<file path="src/rtl/sm3_msg_pkr_if.sv">
// sm3_msg_pkr_if
//   Bundles the two handshake buses around the SM3 message packer:
//   - byte side : byte_inpt_d / byte_inpt_vld / byte_inpt_lst in, byte_inpt_rdy out
//   - word side : msg_inpt_d / msg_inpt_vld_byte / msg_inpt_vld / msg_inpt_lst out,
//                 msg_inpt_rdy in
//   Modport 'slave' is the packer's view; 'master' is the view of whoever drives
//   the byte stream and consumes the packed words.
interface sm3_msg_pkr_if #(
    parameter int unsigned INPT_DW = 32
);
    localparam int unsigned INPT_BYTE_DW = INPT_DW / 8;

    logic [7:0]              byte_inpt_d;
    logic                    byte_inpt_vld;
    logic                    byte_inpt_lst;
    logic                    byte_inpt_rdy;

    logic [INPT_DW-1:0]      msg_inpt_d;
    logic [INPT_BYTE_DW-1:0] msg_inpt_vld_byte;
    logic                    msg_inpt_vld;
    logic                    msg_inpt_lst;
    logic                    msg_inpt_rdy;

    modport slave (
        input  byte_inpt_d,
        input  byte_inpt_vld,
        input  byte_inpt_lst,
        output byte_inpt_rdy,
        output msg_inpt_d,
        output msg_inpt_vld_byte,
        output msg_inpt_vld,
        output msg_inpt_lst,
        input  msg_inpt_rdy
    );

    modport master (
        output byte_inpt_d,
        output byte_inpt_vld,
        output byte_inpt_lst,
        input  byte_inpt_rdy,
        input  msg_inpt_d,
        input  msg_inpt_vld_byte,
        input  msg_inpt_vld,
        input  msg_inpt_lst,
        output msg_inpt_rdy
    );
endinterface

</file>
<file path="src/rtl/sm3_msg_pkr.sv">
// sm3_msg_pkr
//   Packs a byte stream big-endian into INPT_DW-bit message words for the SM3
//   input bus. One byte per cycle is sustained while the word side is ready; a
//   word completed while the output register is still occupied is parked in a
//   single pending register and the byte side stalls until it drains.
//
// Ports
//   clk          : clock
//   rst          : asynchronous active-high reset
//   bus          : sm3_msg_pkr_if.slave (byte input handshake, word output handshake)
//   msg_done     : pulse in the cycle the last word of a message is handshaken
//   msg_byte_cnt : byte length of the most recently completed message
module sm3_msg_pkr #(
    parameter int unsigned INPT_DW = 32
) (
    input  logic                clk,
    input  logic                rst,
    sm3_msg_pkr_if.slave        bus,
    output logic                msg_done,
    output logic [60:0]         msg_byte_cnt
);
    localparam int unsigned BW = INPT_DW / 8;
    localparam int unsigned IW = $clog2(BW);

    typedef enum logic {
        StPack,
        StHold
    } state_e;

    state_e             state_q, state_d;
    logic [IW-1:0]      idx_q, idx_d;
    logic [INPT_DW-9:0] acc_q, acc_d;

    // Presented word
    logic [INPT_DW-1:0] out_d_q, out_d_d;
    logic [BW-1:0]      out_vb_q, out_vb_d;
    logic               out_lst_q, out_lst_d;
    logic               out_vld_q, out_vld_d;
    logic [60:0]        out_len_q, out_len_d;

    // Word parked while the output register is busy
    logic [INPT_DW-1:0] pend_d_q, pend_d_d;
    logic [BW-1:0]      pend_vb_q, pend_vb_d;
    logic               pend_lst_q, pend_lst_d;
    logic [60:0]        pend_len_q, pend_len_d;

    logic [60:0]        run_cnt_q, run_cnt_d;
    logic [60:0]        byte_cnt_q, byte_cnt_d;

    logic               byte_hs;
    logic               word_hs;
    logic               out_free;
    logic               word_end;
    logic [INPT_DW-1:0] ins_word;
    logic [INPT_DW-1:0] fmt_d;
    logic [BW-1:0]      fmt_vb;
    logic [60:0]        fmt_len;

    assign byte_hs  = bus.byte_inpt_vld & (state_q == StPack);
    assign word_hs  = out_vld_q & bus.msg_inpt_rdy;
    assign out_free = ~out_vld_q | bus.msg_inpt_rdy;
    assign word_end = byte_hs & ((idx_q == IW'(BW - 1)) | bus.byte_inpt_lst);
    // Length travels with the last word so a following message can start counting
    // before this one's last word has drained.
    assign fmt_len  = run_cnt_q + 61'd1;

    // Insert the incoming byte at lane idx (lane 0 = MSB), then zero every lane
    // past it so stale accumulator bytes from an earlier word never leak out.
    always_comb begin
        ins_word = {acc_q, 8'h00};
        fmt_vb   = '0;
        for (int i = 0; i < BW; i++) begin
            if (idx_q == IW'(i)) begin
                ins_word[INPT_DW-1-8*i -: 8] = bus.byte_inpt_d;
            end
            fmt_vb[BW-1-i] = (IW'(i) <= idx_q);
        end
        fmt_d = ins_word;
        for (int i = 0; i < BW; i++) begin
            if (!fmt_vb[BW-1-i]) begin
                fmt_d[INPT_DW-1-8*i -: 8] = 8'h00;
            end
        end
    end

    always_comb begin
        state_d    = state_q;
        idx_d      = idx_q;
        acc_d      = acc_q;
        out_d_d    = out_d_q;
        out_vb_d   = out_vb_q;
        out_lst_d  = out_lst_q;
        out_vld_d  = out_vld_q;
        out_len_d  = out_len_q;
        pend_d_d   = pend_d_q;
        pend_vb_d  = pend_vb_q;
        pend_lst_d = pend_lst_q;
        pend_len_d = pend_len_q;
        run_cnt_d  = run_cnt_q;
        byte_cnt_d = byte_cnt_q;

        if (word_hs) begin
            out_vld_d = 1'b0;
            if (out_lst_q) begin
                byte_cnt_d = out_len_q;
            end
        end

        if (byte_hs) begin
            acc_d     = ins_word[INPT_DW-1:8];
            idx_d     = word_end ? '0 : idx_q + 1'b1;
            run_cnt_d = bus.byte_inpt_lst ? '0 : fmt_len;
        end

        unique case (state_q)
            StPack: begin
                if (word_end) begin
                    if (out_free) begin
                        out_d_d   = fmt_d;
                        out_vb_d  = fmt_vb;
                        out_lst_d = bus.byte_inpt_lst;
                        out_len_d = fmt_len;
                        out_vld_d = 1'b1;
                    end else begin
                        pend_d_d   = fmt_d;
                        pend_vb_d  = fmt_vb;
                        pend_lst_d = bus.byte_inpt_lst;
                        pend_len_d = fmt_len;
                        state_d    = StHold;
                    end
                end
            end
            StHold: begin
                // out_vld is necessarily high here, so out_free means the current
                // word handshakes this cycle and the parked one replaces it.
                if (out_free) begin
                    out_d_d   = pend_d_q;
                    out_vb_d  = pend_vb_q;
                    out_lst_d = pend_lst_q;
                    out_len_d = pend_len_q;
                    out_vld_d = 1'b1;
                    state_d   = StPack;
                end
            end
            default: state_d = StPack;
        endcase
    end

    always_ff @(posedge clk or posedge rst) begin
        if (rst) begin
            state_q    <= StPack;
            idx_q      <= '0;
            acc_q      <= '0;
            out_d_q    <= '0;
            out_vb_q   <= '0;
            out_lst_q  <= 1'b0;
            out_vld_q  <= 1'b0;
            out_len_q  <= '0;
            pend_d_q   <= '0;
            pend_vb_q  <= '0;
            pend_lst_q <= 1'b0;
            pend_len_q <= '0;
            run_cnt_q  <= '0;
            byte_cnt_q <= '0;
        end else begin
            state_q    <= state_d;
            idx_q      <= idx_d;
            acc_q      <= acc_d;
            out_d_q    <= out_d_d;
            out_vb_q   <= out_vb_d;
            out_lst_q  <= out_lst_d;
            out_vld_q  <= out_vld_d;
            out_len_q  <= out_len_d;
            pend_d_q   <= pend_d_d;
            pend_vb_q  <= pend_vb_d;
            pend_lst_q <= pend_lst_d;
            pend_len_q <= pend_len_d;
            run_cnt_q  <= run_cnt_d;
            byte_cnt_q <= byte_cnt_d;
        end
    end

    // Ready is a pure state decode: no path from msg_inpt_rdy.
    assign bus.byte_inpt_rdy     = (state_q == StPack);
    assign bus.msg_inpt_d        = out_d_q;
    assign bus.msg_inpt_vld_byte = out_vb_q;
    assign bus.msg_inpt_vld      = out_vld_q;
    assign bus.msg_inpt_lst      = out_lst_q;
    assign msg_done              = word_hs & out_lst_q;
    assign msg_byte_cnt          = byte_cnt_q;
endmodule
</file>
<file path="src/flat_wrapper.sv">
// flat-port wrapper written by rule: the top's interface ports become plain ports
module sm3_msg_pkr_flat 
#(
    parameter int unsigned INPT_DW = 32
)
  (clk, rst, msg_done, msg_byte_cnt, bus_byte_inpt_d, bus_byte_inpt_vld, bus_byte_inpt_lst, bus_byte_inpt_rdy, bus_msg_inpt_d, bus_msg_inpt_vld_byte, bus_msg_inpt_vld, bus_msg_inpt_lst, bus_msg_inpt_rdy);
  sm3_msg_pkr_if #(.INPT_DW(INPT_DW)) bus_i ();
  input  logic clk;
  input  logic rst;
  output logic msg_done;
  output logic [60:0] msg_byte_cnt;
  input wire logic [$bits(bus_i.byte_inpt_d)-1:0] bus_byte_inpt_d;
  input wire logic [$bits(bus_i.byte_inpt_vld)-1:0] bus_byte_inpt_vld;
  input wire logic [$bits(bus_i.byte_inpt_lst)-1:0] bus_byte_inpt_lst;
  output wire logic [$bits(bus_i.byte_inpt_rdy)-1:0] bus_byte_inpt_rdy;
  output wire logic [$bits(bus_i.msg_inpt_d)-1:0] bus_msg_inpt_d;
  output wire logic [$bits(bus_i.msg_inpt_vld_byte)-1:0] bus_msg_inpt_vld_byte;
  output wire logic [$bits(bus_i.msg_inpt_vld)-1:0] bus_msg_inpt_vld;
  output wire logic [$bits(bus_i.msg_inpt_lst)-1:0] bus_msg_inpt_lst;
  input wire logic [$bits(bus_i.msg_inpt_rdy)-1:0] bus_msg_inpt_rdy;
  assign bus_i.byte_inpt_d = bus_byte_inpt_d;
  assign bus_i.byte_inpt_vld = bus_byte_inpt_vld;
  assign bus_i.byte_inpt_lst = bus_byte_inpt_lst;
  assign bus_byte_inpt_rdy = bus_i.byte_inpt_rdy;
  assign bus_msg_inpt_d = bus_i.msg_inpt_d;
  assign bus_msg_inpt_vld_byte = bus_i.msg_inpt_vld_byte;
  assign bus_msg_inpt_vld = bus_i.msg_inpt_vld;
  assign bus_msg_inpt_lst = bus_i.msg_inpt_lst;
  assign bus_i.msg_inpt_rdy = bus_msg_inpt_rdy;
  sm3_msg_pkr #(.INPT_DW(INPT_DW)) u_core (.clk(clk), .rst(rst), .bus(bus_i), .msg_done(msg_done), .msg_byte_cnt(msg_byte_cnt));
endmodule
</file>
<file path="config.mk">
export PLATFORM = sky130hd
export DESIGN_NAME = sm3_msg_pkr_flat
export DESIGN_NICKNAME = d
export VERILOG_FILES = /design/src/rtl/sm3_msg_pkr_if.sv /design/src/rtl/sm3_msg_pkr.sv /design/src/flat_wrapper.sv
export SDC_FILE = /design/constraint.sdc
export NUM_CORES = 1
export LEC_CHECK = 0
export BUFFER_PORTS_ARGS = -buffer_cell sky130_fd_sc_hd__buf_2
export CAP_MARGIN = 0
export CORE_ASPECT_RATIO = 1.1
export CORE_MARGIN = 5
export CORE_UTILIZATION = 55
export CTS_BUF_LIST = sky130_fd_sc_hd__clkbuf_8
export DETAILED_ROUTE_END_ITERATION = 16
export PLACE_DENSITY = 0.83
export SYNTH_ARGS = -nofsm -noshare
export SYNTH_HDL_FRONTEND = slang
export SYNTH_SLANG_ARGS = --single-unit
</file>
<file path="constraint.sdc">
create_clock -name clk -period 27.5 [get_ports clk]
set_input_delay 1.375 -clock clk [delete_from_list [all_inputs] [get_ports clk]]
set_output_delay 1.375 -clock clk [all_outputs]
set_load 0.05 [all_outputs]
</file>
==> Word-level counts from Yosys, hierarchy flattened <==
Cells that the tools add are included.
{ "totals": {"input_bits": 13, "word_cells": 72, "regBits": 346} }
{ "classes": {"n_eq_ne": 6, "reduce_logical": 4, "bitwise_logic": 9, "muxes": 33, "add_sub_neg": 2, "magnitude_cmp": 4} }
{ "op_table": {"columns": ["operator", "n"], "rows": [
  ["61-bit two-way mux", 4],
  ["61-bit case mux with 2 select lines", 1],
  ["32-bit two-way mux", 3],
  ["8-bit two-way mux", 8],
  ["32-bit case mux with 2 select lines", 1],
  ["61-bit by 1-bit adder with 61-bit output, second input constant", 1],
  ["4-bit two-way mux", 3],
  ["1-bit two-way mux", 8],
  ["4-bit case mux with 2 select lines", 1],
  ["1-bit case mux with 2 select lines", 3],
  ["3-bit AND reduction", 2],
  ["1-bit AND", 4],
  ["2-bit equality test, second input constant", 2],
  ["1-bit by 2-bit <= comparator with 1-bit output, first input constant", 2],
  ["2-bit <= comparator, first input constant", 2],
  ["2-bit by 1-bit != test with 1-bit output, second input constant", 2],
  ["1-bit NOT", 3],
  ["2-bit by 1-bit adder with 2-bit output, second input constant", 1],
  ["2-bit by 1-bit equality test with 1-bit output, second input constant", 1],
  ["2-bit logical NOT", 1],
  ["2-bit two-way mux", 1],
  ["2-bit != test, second input constant", 1],
  ["1-bit bitwise OR", 2],
  ["2-bit AND reduction", 1]
]} }

==> Depth between registers and ports, before layout <==
Gate-level depths: netlist (run 1).
{ "depth": {"word_depth": 6, "depth_mapped": 10, "depth_no_buf": 8} }

==> Worst setup path after synthesis (run 1) <==
OpenSTA, ideal clock, no wires.
{ "synth_timing": {"kind": "input -> output", "start": "input bus_msg_inpt_rdy", "end": "output msg_done", "stages": 3, "required_ns": 26.125, "path_slack_ns": 23.918, "arrival_ns": 2.207, "path_buffers": 1, "path_cell_list": "nand3_1 clkbuf_1 inv_1"} }
{ "synth_via": {"elab_chain_cells": 2} }
{ "synth_lines": {"columns": ["element", "line", "source"], "rows": [
  ["start, declared", "flat_wrapper.sv:20", "input wire logic [$bits(bus_i.msg_inpt_rdy)-1:0] bus_msg_inpt_rdy;"],
  ["1-bit AND", "sm3_msg_pkr.sv:60", "assign word_hs = out_vld_q & bus.msg_inpt_rdy;"],
  ["1-bit AND", "sm3_msg_pkr.sv:189", "assign msg_done = word_hs & out_lst_q;"],
  ["end, declared", "flat_wrapper.sv:10", "output logic msg_done;"]
]} }
Every way passes these cells.

==> Worst setup path after layout (run 1) <==
{ "layout_timing": {"start": "register u_core.state_q", "end": "output bus_byte_inpt_rdy"} }
{ "layout_via": {"elab_chain_cells": 1} }
{ "layout_lines": {"columns": ["element", "line", "source"], "rows": [
  ["start, declared", "sm3_msg_pkr.sv:30", "state_e state_q, state_d;"],
  ["start signal, assigned", "sm3_msg_pkr.sv:151", "state_q <= StPack;"],
  ["start signal, assigned", "sm3_msg_pkr.sv:166", "state_q <= state_d;"],
  ["1-bit NOT (no line)", null, null],
  ["end, declared", "flat_wrapper.sv:15", "output wire logic [$bits(bus_i.byte_inpt_rdy)-1:0] bus_byte_inpt_rdy;"]
]} }
Every way passes these cells.

==> reports/summary.txt, run 1 <==
Status = complete, no violations
Post-CTS Setup Bufs = 0
Sequential fraction of the synthesis area = 56.1%
DRC viols = 0
Mapped Nets = 1613
Fmax = 243 MHz
First-pass detailed-route iteration total = 5
Drt wl/cell = 17.1 um
GRT Total Usage = 22.4%
Max-slew violations = 0
Io pins = 114
Gr ovfl total = 0
Initial antenna violation count = 0
Largest net degree at the start of global routing = 143
Vias per cell = 5.74
Vias in the first global route = 11.6k
Initial drt markers = 1145
Slew @ Worst Pin = 1.16 ns
# clock sinks = 346
Post-CTS Hold Fix Bufs = 0
Final WL = 35300 um
Async S/R FF share, synth = 100%
Via count = 11.9k
Synth Instances = 1595
Post-synth EDFFs = 0
Period utilization = 15.0%
Power per cell area = 79.7 nW/um2
Post-layout util = 62.4%
Worst path slowest cell = dfrtp_4
Ys flop type = dfrtp_1
Worst hold path class = flop to flop
Global-route wire length before repair = 58600 um
# resized after CTS = 0
Initial Util = 55.6%
Pleak = 8.30 nW
Cell Rows = 64
Cts bufs inserted = 53
Root buffer cell = clkbuf_8
Ys Warns = 0
Cell Chain, Critical Path = inv_1, buf_4, buf_2
RSZ-0062 raised after global routing = no
Die Height = 186 um
HPWL Detailed = 22400 um
CP endpoint kind = output port
Crit path kind = flop to output port
Core box area = 27800 um2
Die area = 31500 um2
Fillcell total = 2165
Later-pin clock latency in the skew report = 0.59 ns
# nets final = 1687
Crit path max-delay family = buffers and inverters
Netlist Area Pre-Place = 15400 um2
#FFs+latches synth = 346
Buf/Inv on CP = 3
N_diodes = 0
Chip width = 170 um
Synth unique cells = 45
Final Skew = 0.0305 ns
Slew HR = 22.7%
Clock-pin slew on the worst setup and hold paths = 0.07 ns
Clock share of power = 32.7%
Gate power share = 21.8%
Syn-to-layout area delta = 12.3%
Placer Congestion = 0.883
Seq pwr share = 45.4%
Crit path largest cell delay = 0.72 ns
Critical Path Source Type = flop
Port bufs = 113
Hold Vio Cnt, Final = 0
Syn_area_per_cell = 9.68 um2
Switching Share = 33.4%
Max clock buf depth = 3
H-Tree Level Count = 2
WP data required = 26.12 ns
Internal power component = 0.921 mW
CTS tree = built
Total of max-cap violations = 0
Final min period = 4.12 ns
Post-route ant nets = 0
Layout cells sized above 1 = 17.9%
WP data arrival = 2.74 ns
Peak VDD IR = 0.0505 mV
P_sw = 0.462 mW
Crit Path Max Fanout = 60
Final setup violation count = 0
Setup_tns = 0 ns
-- cell type report --
type / instances / area (um2) / share of cell area, %
Clock buffer: 73 / 1000 / 5.79
Inverter: 10 / 45.0 / 0.260
Tap cell: 363 / 454 / 2.62
Timing Repair Buffer: 125 / 656 / 3.78
Sequential cell: 346 / 8660 / 50.0
Multi-Input combinational cell: 1133 / 6370 / 36.7
Clock inverter: 20 / 149 / 0.859
-- per-stage QoR --
step	area, um2	total power [mW]	hold WS [ns]	instances	setup slack, ns
after floorplan	15400	0.859	0.436	1595	16.53
after global placement	16200	0.927	0.452	1977	23.31
after detailed placement	16200	0.939	0.460	1977	23.20
after CTS	17300	1.39	0.476	2070	23.40
after global routing	17300	1.45	0.481	2070	23.27
final	17300	1.38	0.471	2070	23.38
-- cell families after synthesis --
logic type	synth area share [%]
DFF	56.1
adders and majority gates	0.405
and+or+nand+nor	16.1
muxes	7.25
buffers and inverters	2.94
AOI/OAI and AO/OA	13.9
xor gates and xnor gates	3.35
-- path summary, 6_finish.rpt --
path,cells after the start,endpoint,startpoint,slack [ns]
setup / recovery,3,bus_byte_inpt_rdy,u_core.state_q$_DFF_PP0_,23.38
hold / removal,2,u_core.pend_len_q[24]$_DFFE_PP0P_,u_core.pend_len_q[24]$_DFFE_PP0P_,0.47
setup reg to reg,5,u_core.bus.msg_inpt_d[21]$_DFFE_PP0P_,u_core.state_q$_DFF_PP0_,24.11
hold reg to reg,2,u_core.pend_len_q[24]$_DFFE_PP0P_,u_core.pend_len_q[24]$_DFFE_PP0P_,0.47
max in group asynchronous,4,u_core.out_len_q[39]$_DFFE_PP0P_,rst,24.28
min in group asynchronous,2,u_core.bus.msg_inpt_d[31]$_DFFE_PP0P_,rst,0.98
-- tightest hold or removal path, stage by stage, from the launching register on --
cell,delay (ns)
dfrtp_1,0.34
nand2_1,0.05
nand2_1,0.05
-- registers in the layout, summed over array words and instances, names as in the netlist, 4 cells and up --
register and flops:
u_core.acc_q 24, u_core.bus.msg_inpt_d 32, u_core.bus.msg_inpt_vld_byte 4, u_core.msg_byte_cnt 61, u_core.out_len_q 61, u_core.pend_d_q 32
u_core.pend_len_q 61, u_core.pend_vb_q 4, u_core.run_cnt_q 61
-- power by group through the flow --
stage	Sequential (mW)	Clock (mW)	Combinational (mW)
after detailed placement	0.635	0	0.304
after global placement	0.631	0	0.295
final	0.628	0.452	0.302
after global routing	0.636	0.484	0.328
after CTS	0.627	0.459	0.305
after floorplan	0.732	0	0.126
-- layout by cell type (no fill, tap or decap), types with 32 or more instances in the layout --
cell / synthesis / layout
a21oi_1: 79 / 79
o21ai_0: 254 / 254
clkbuf_8: 0 / 73
xor2_1: 32 / 32
o31ai_1: 35 / 35
nor2_1: 92 / 91
buf_2: 8 / 113
nand2_1: 347 / 347
mux2_2: 79 / 79
dfrtp_1: 346 / 345
-- synthesized netlist by cell type, types with 4 or more instances --
library cell	instances	area, um2
nand2_1	347	1300
dfrtp_1	346	8660
o21ai_0	254	1270
clkbuf_1	94	353
nor2_1	92	345
a21oi_1	79	395
mux2_2	79	890
o31ai_1	35	263
xor2_1	32	280
and3_1	27	169
nand3_1	27	135
xnor2_1	27	236
mux2i_1	23	230
nor3_1	18	90.1
nand4_1	17	106
inv_1	9	33.8
a31oi_1	8	50.1
buf_2	8	40.0
or3_1	8	50.1
a21o_1	7	52.6
a22oi_1	7	52.6
and4_1	6	52.6
ha_1	5	62.6
nor4_1	5	31.3
a22o_1	4	35.0
-- layer usage --
| layer | global-route usage, % | part of all wire (%) | vias to the layer above |
|---|---|---|---|
| met1 | 30.8 | 43 | 5818 |
| li1 | - | - | 5620 |
| met2 | 36.1 | 48 | 386 |
| met4 | 7.15 | 2.0 | 0 |
| met3 | 4.52 | 6.7 | 55 |
| met5 | 0 | 0 | - |
(Power assumes the default switching activity.)
==> run 2: changes to the inputs <==
==> constraint.sdc (replaced) <==
create_clock -name clk -period 4.3 [get_ports clk]
set_input_delay 0.215 -clock clk [delete_from_list [all_inputs] [get_ports clk]]
set_output_delay 0.215 -clock clk [all_outputs]
set_load 0.05 [all_outputs]
==> run 2 against run 1 <==
- clock power grew to 6.6 times the previous value
- first-iteration DRC count down 3.9%
- count of clock-buffer cells in the layout grew 3
- cell count grew 1.2%
- register-to-register slack got worse by 23 ns
- clock skew decreased by 0.0035 ns
- via count increased by 1.9%
- combinational power grew to 6.5 times the previous value
- critical endpoint is now u_core.bus.msg_inpt_d[4]$_DFFE_PP0P_
- largest cell class unchanged
==> reports/summary.txt, run 2 (synthesized netlist as in run 1, its figures left out) <==
Status = complete, no violations (unchanged)
Commonest non-fill, non-tap cell in the layout = nand2_1 (unchanged)
CTS tree = built (unchanged)
# clock sinks = 346 (unchanged)
Fmax = 318 MHz
R2r endpoint = u_core.bus.msg_inpt_d[4]$_DFFE_PP0P_ (was u_core.bus.msg_inpt_d[21]$_DFFE_PP0P_)
Crit Path Max Fanout = 59 (was 60)
Final WL = 36800 um (was 35300 um)
Gr ovfl total = 0 (unchanged)
P_sw = 2.99 mW (was 0.462 mW)
Placer Congestion = 0.950 (was 0.883)
Power per cell area = 510 nW/um2 (was 79.7 nW/um2)
Chip width = 170 um (unchanged)
WP data arrival = 3.62 ns (was 2.74 ns)
N_diodes = 0 (unchanged)
Crit path kind = flop to flop (was flop to output port)
Tot Pwr = 8.95 mW (was 1.38 mW)
Initial Util = 55.6% (unchanged)
Final min period = 3.14 ns
Worst hold path class = input pin to asynchronous set/reset pin (was flop to flop)
RSZ-0062 raised after global routing = no (unchanged)
R2r setup slk = 1.16 ns (was 24.11 ns)
Via count = 12.1k (was 11.9k)
Cts bufs inserted = 53 (unchanged)
Die area = 31500 um2 (unchanged)
HPWL Detailed = 23500 um (was 22400 um)
Setup_tns = 0 ns (unchanged)
Port bufs = 113 (unchanged)
Later-pin clock latency in the skew report = 0.60 ns (was 0.59 ns)
Final instance count without filler cells = 2095 (was 2070)
Pleak = 8.42 nW (was 8.30 nW)
# resized after CTS = 0 (unchanged)
Seq pwr share = 44.7% (was 45.4%)
GRT Total Usage = 23.6% (was 22.4%)
Post-CTS Setup Bufs = 0 (unchanged)
Internal power component = 5.96 mW (was 0.921 mW)
Post-CTS Hold Fix Bufs = 10 (was 0)
WP data required = 4.78 ns (was 26.12 ns)
Switching Share = 33.4% (about the same)
First-pass detailed-route iteration total = 5 (unchanged)
Final Skew = 0.0269 ns (was 0.0305 ns)
CP endpoint kind = flop (was output port)
Initial antenna violation count = 0 (unchanged)
Final setup violation count = 0 (unchanged)
Global-route wire length before repair = 61500 um (was 58600 um)
R2R depth = 7 (was 5)
Slew @ Worst Pin = 1.23 ns (was 1.16 ns)
DRC viols = 0 (unchanged)
Vias in the first global route = 12.4k (was 11.6k)
Gate power share = 22.0% (was 21.8%)
Hold Vio Cnt, Final = 0 (unchanged)
Drt wl/cell = 17.6 um (was 17.1 um)
Io pins = 114 (unchanged)
Largest net degree at the start of global routing = 109 (was 143)
# nets final = 1705 (was 1687)
H-Tree Level Count = 2 (unchanged)
Peak VDD IR = 0.350 mV (was 0.0505 mV)
Vias per cell = 5.78 (was 5.74)
Root buffer cell = clkbuf_8 (unchanged)
Post-route design area = 17600 um2 (was 17300 um2)
Post-route ant nets = 0 (unchanged)
Area after DPL = 16200 um2 (about the same)
Commonest non-fill, non-tap cells in the layout = 347 x nand2_1, 345 x dfrtp_1, 254 x o21ai_0 (unchanged)
Slew HR = 17.9% (was 22.7%)
Reg2Reg Launch Point = u_core.idx_q[1]$_DFFE_PP0P_ (was u_core.state_q$_DFF_PP0_)
Total of max-cap violations = 0 (unchanged)
Max-slew violations = 0 (unchanged)
Initial drt markers = 1100 (was 1145)
Clock-pin slew on the worst setup and hold paths = 0.07 ns (about the same)
Period utilization = 73.1%
Worst Hold Slack = 0.142 ns (was 0.471 ns)
Syn-to-layout area delta = 13.7% (was 12.3%)
Fillcell total = 2193 (was 2165)
Max clock buf depth = 3 (unchanged)
Critical Path Source Type = flop (unchanged)
Cell Rows = 64 (unchanged)
DP Cell Count = 1985 (was 1977)
Clock share of power = 33.3% (was 32.7%)
Register area = 8660 um2 (unchanged)
Die Height = 186 um (unchanged)
Core box area = 27800 um2 (unchanged)
Layout cells sized above 1 = 18.2% (was 17.9%)
Multi-input logic area = 6360 um2 (was 6370 um2)
==> run 2: cell count changes in the layout (fill, tap and decap cells not counted), sizes merged <==
cell,previous run,this run
clkbuf,73,76
inv,20,22
buf,125,133
clkinv,8,7
clkinvlp,0,3
dlygate4sd3,0,10
==> run 2: how the worst max path moves through the flow <==
stage                                            from  cells after the start                                     to
after floorplan                                   rst                      1            u_core.acc_q[0]$_DFFE_PP0P_
after global placement    u_core.idx_q[1]$_DFFE_PP0P_                      6  u_core.bus.msg_inpt_d[15]$_DFFE_PP0P_
after detailed placement  u_core.idx_q[1]$_DFFE_PP0P_                      6  u_core.bus.msg_inpt_d[10]$_DFFE_PP0P_
after CTS                 u_core.idx_q[1]$_DFFE_PP0P_                      6   u_core.bus.msg_inpt_d[4]$_DFFE_PP0P_
after global routing      u_core.idx_q[1]$_DFFE_PP0P_                      7   u_core.bus.msg_inpt_d[4]$_DFFE_PP0P_
final                     u_core.idx_q[1]$_DFFE_PP0P_                      7   u_core.bus.msg_inpt_d[4]$_DFFE_PP0P_
==> run 2: power groups by stage <==
stage / Clock (mW) / Sequential [mW] / Combinational [mW]
final: 2.98 / 4.00 / 1.97
after global routing: 3.18 / 4.06 / 2.14
after CTS: 3.02 / 4.00 / 1.99
after detailed placement: 0 / 4.05 / 1.97
after global placement: 0 / 4.02 / 1.92
after floorplan: 0 / 4.68 / 0.808
==> run 2: layout make-up <==
class                      count  share of cell area, %
inverter                      10                  0.235
clock inverter                24                  0.962
multi-input combinational   1133                   36.2
sequential                   346                   49.3
timing repair buffer         143                   4.72
tap                          363                   2.59
clock buffer                  76                   5.96
==> run 2: through the flow <==
step	worst slack (ns)	utilization [%]
after global placement	1.41	58.5
after global routing	0.885	63.2
after detailed placement	1.20	58.5
after CTS	1.17	63.2
after floorplan	-0.545	-
final	1.16	63.2
==> run 2: critical path: stages (launching register included) <==
cell	delay [ns]
dfrtp_1	0.44
ha_1	0.37
or2_2	0.42
a21oi_1	0.35
or2_4	0.62
buf_4	0.54
nand2_1	0.13
o21ai_0	0.12
==> run 2: metal layers <==
metal	up-vias	routed length [um]	GRT usage [%]
li1	5674	-	-
met5	-	0	0
met2	444	17600	38.4
met4	0	1090	9.31
met1	5902	15500	31.7
met3	90	2560	4.48
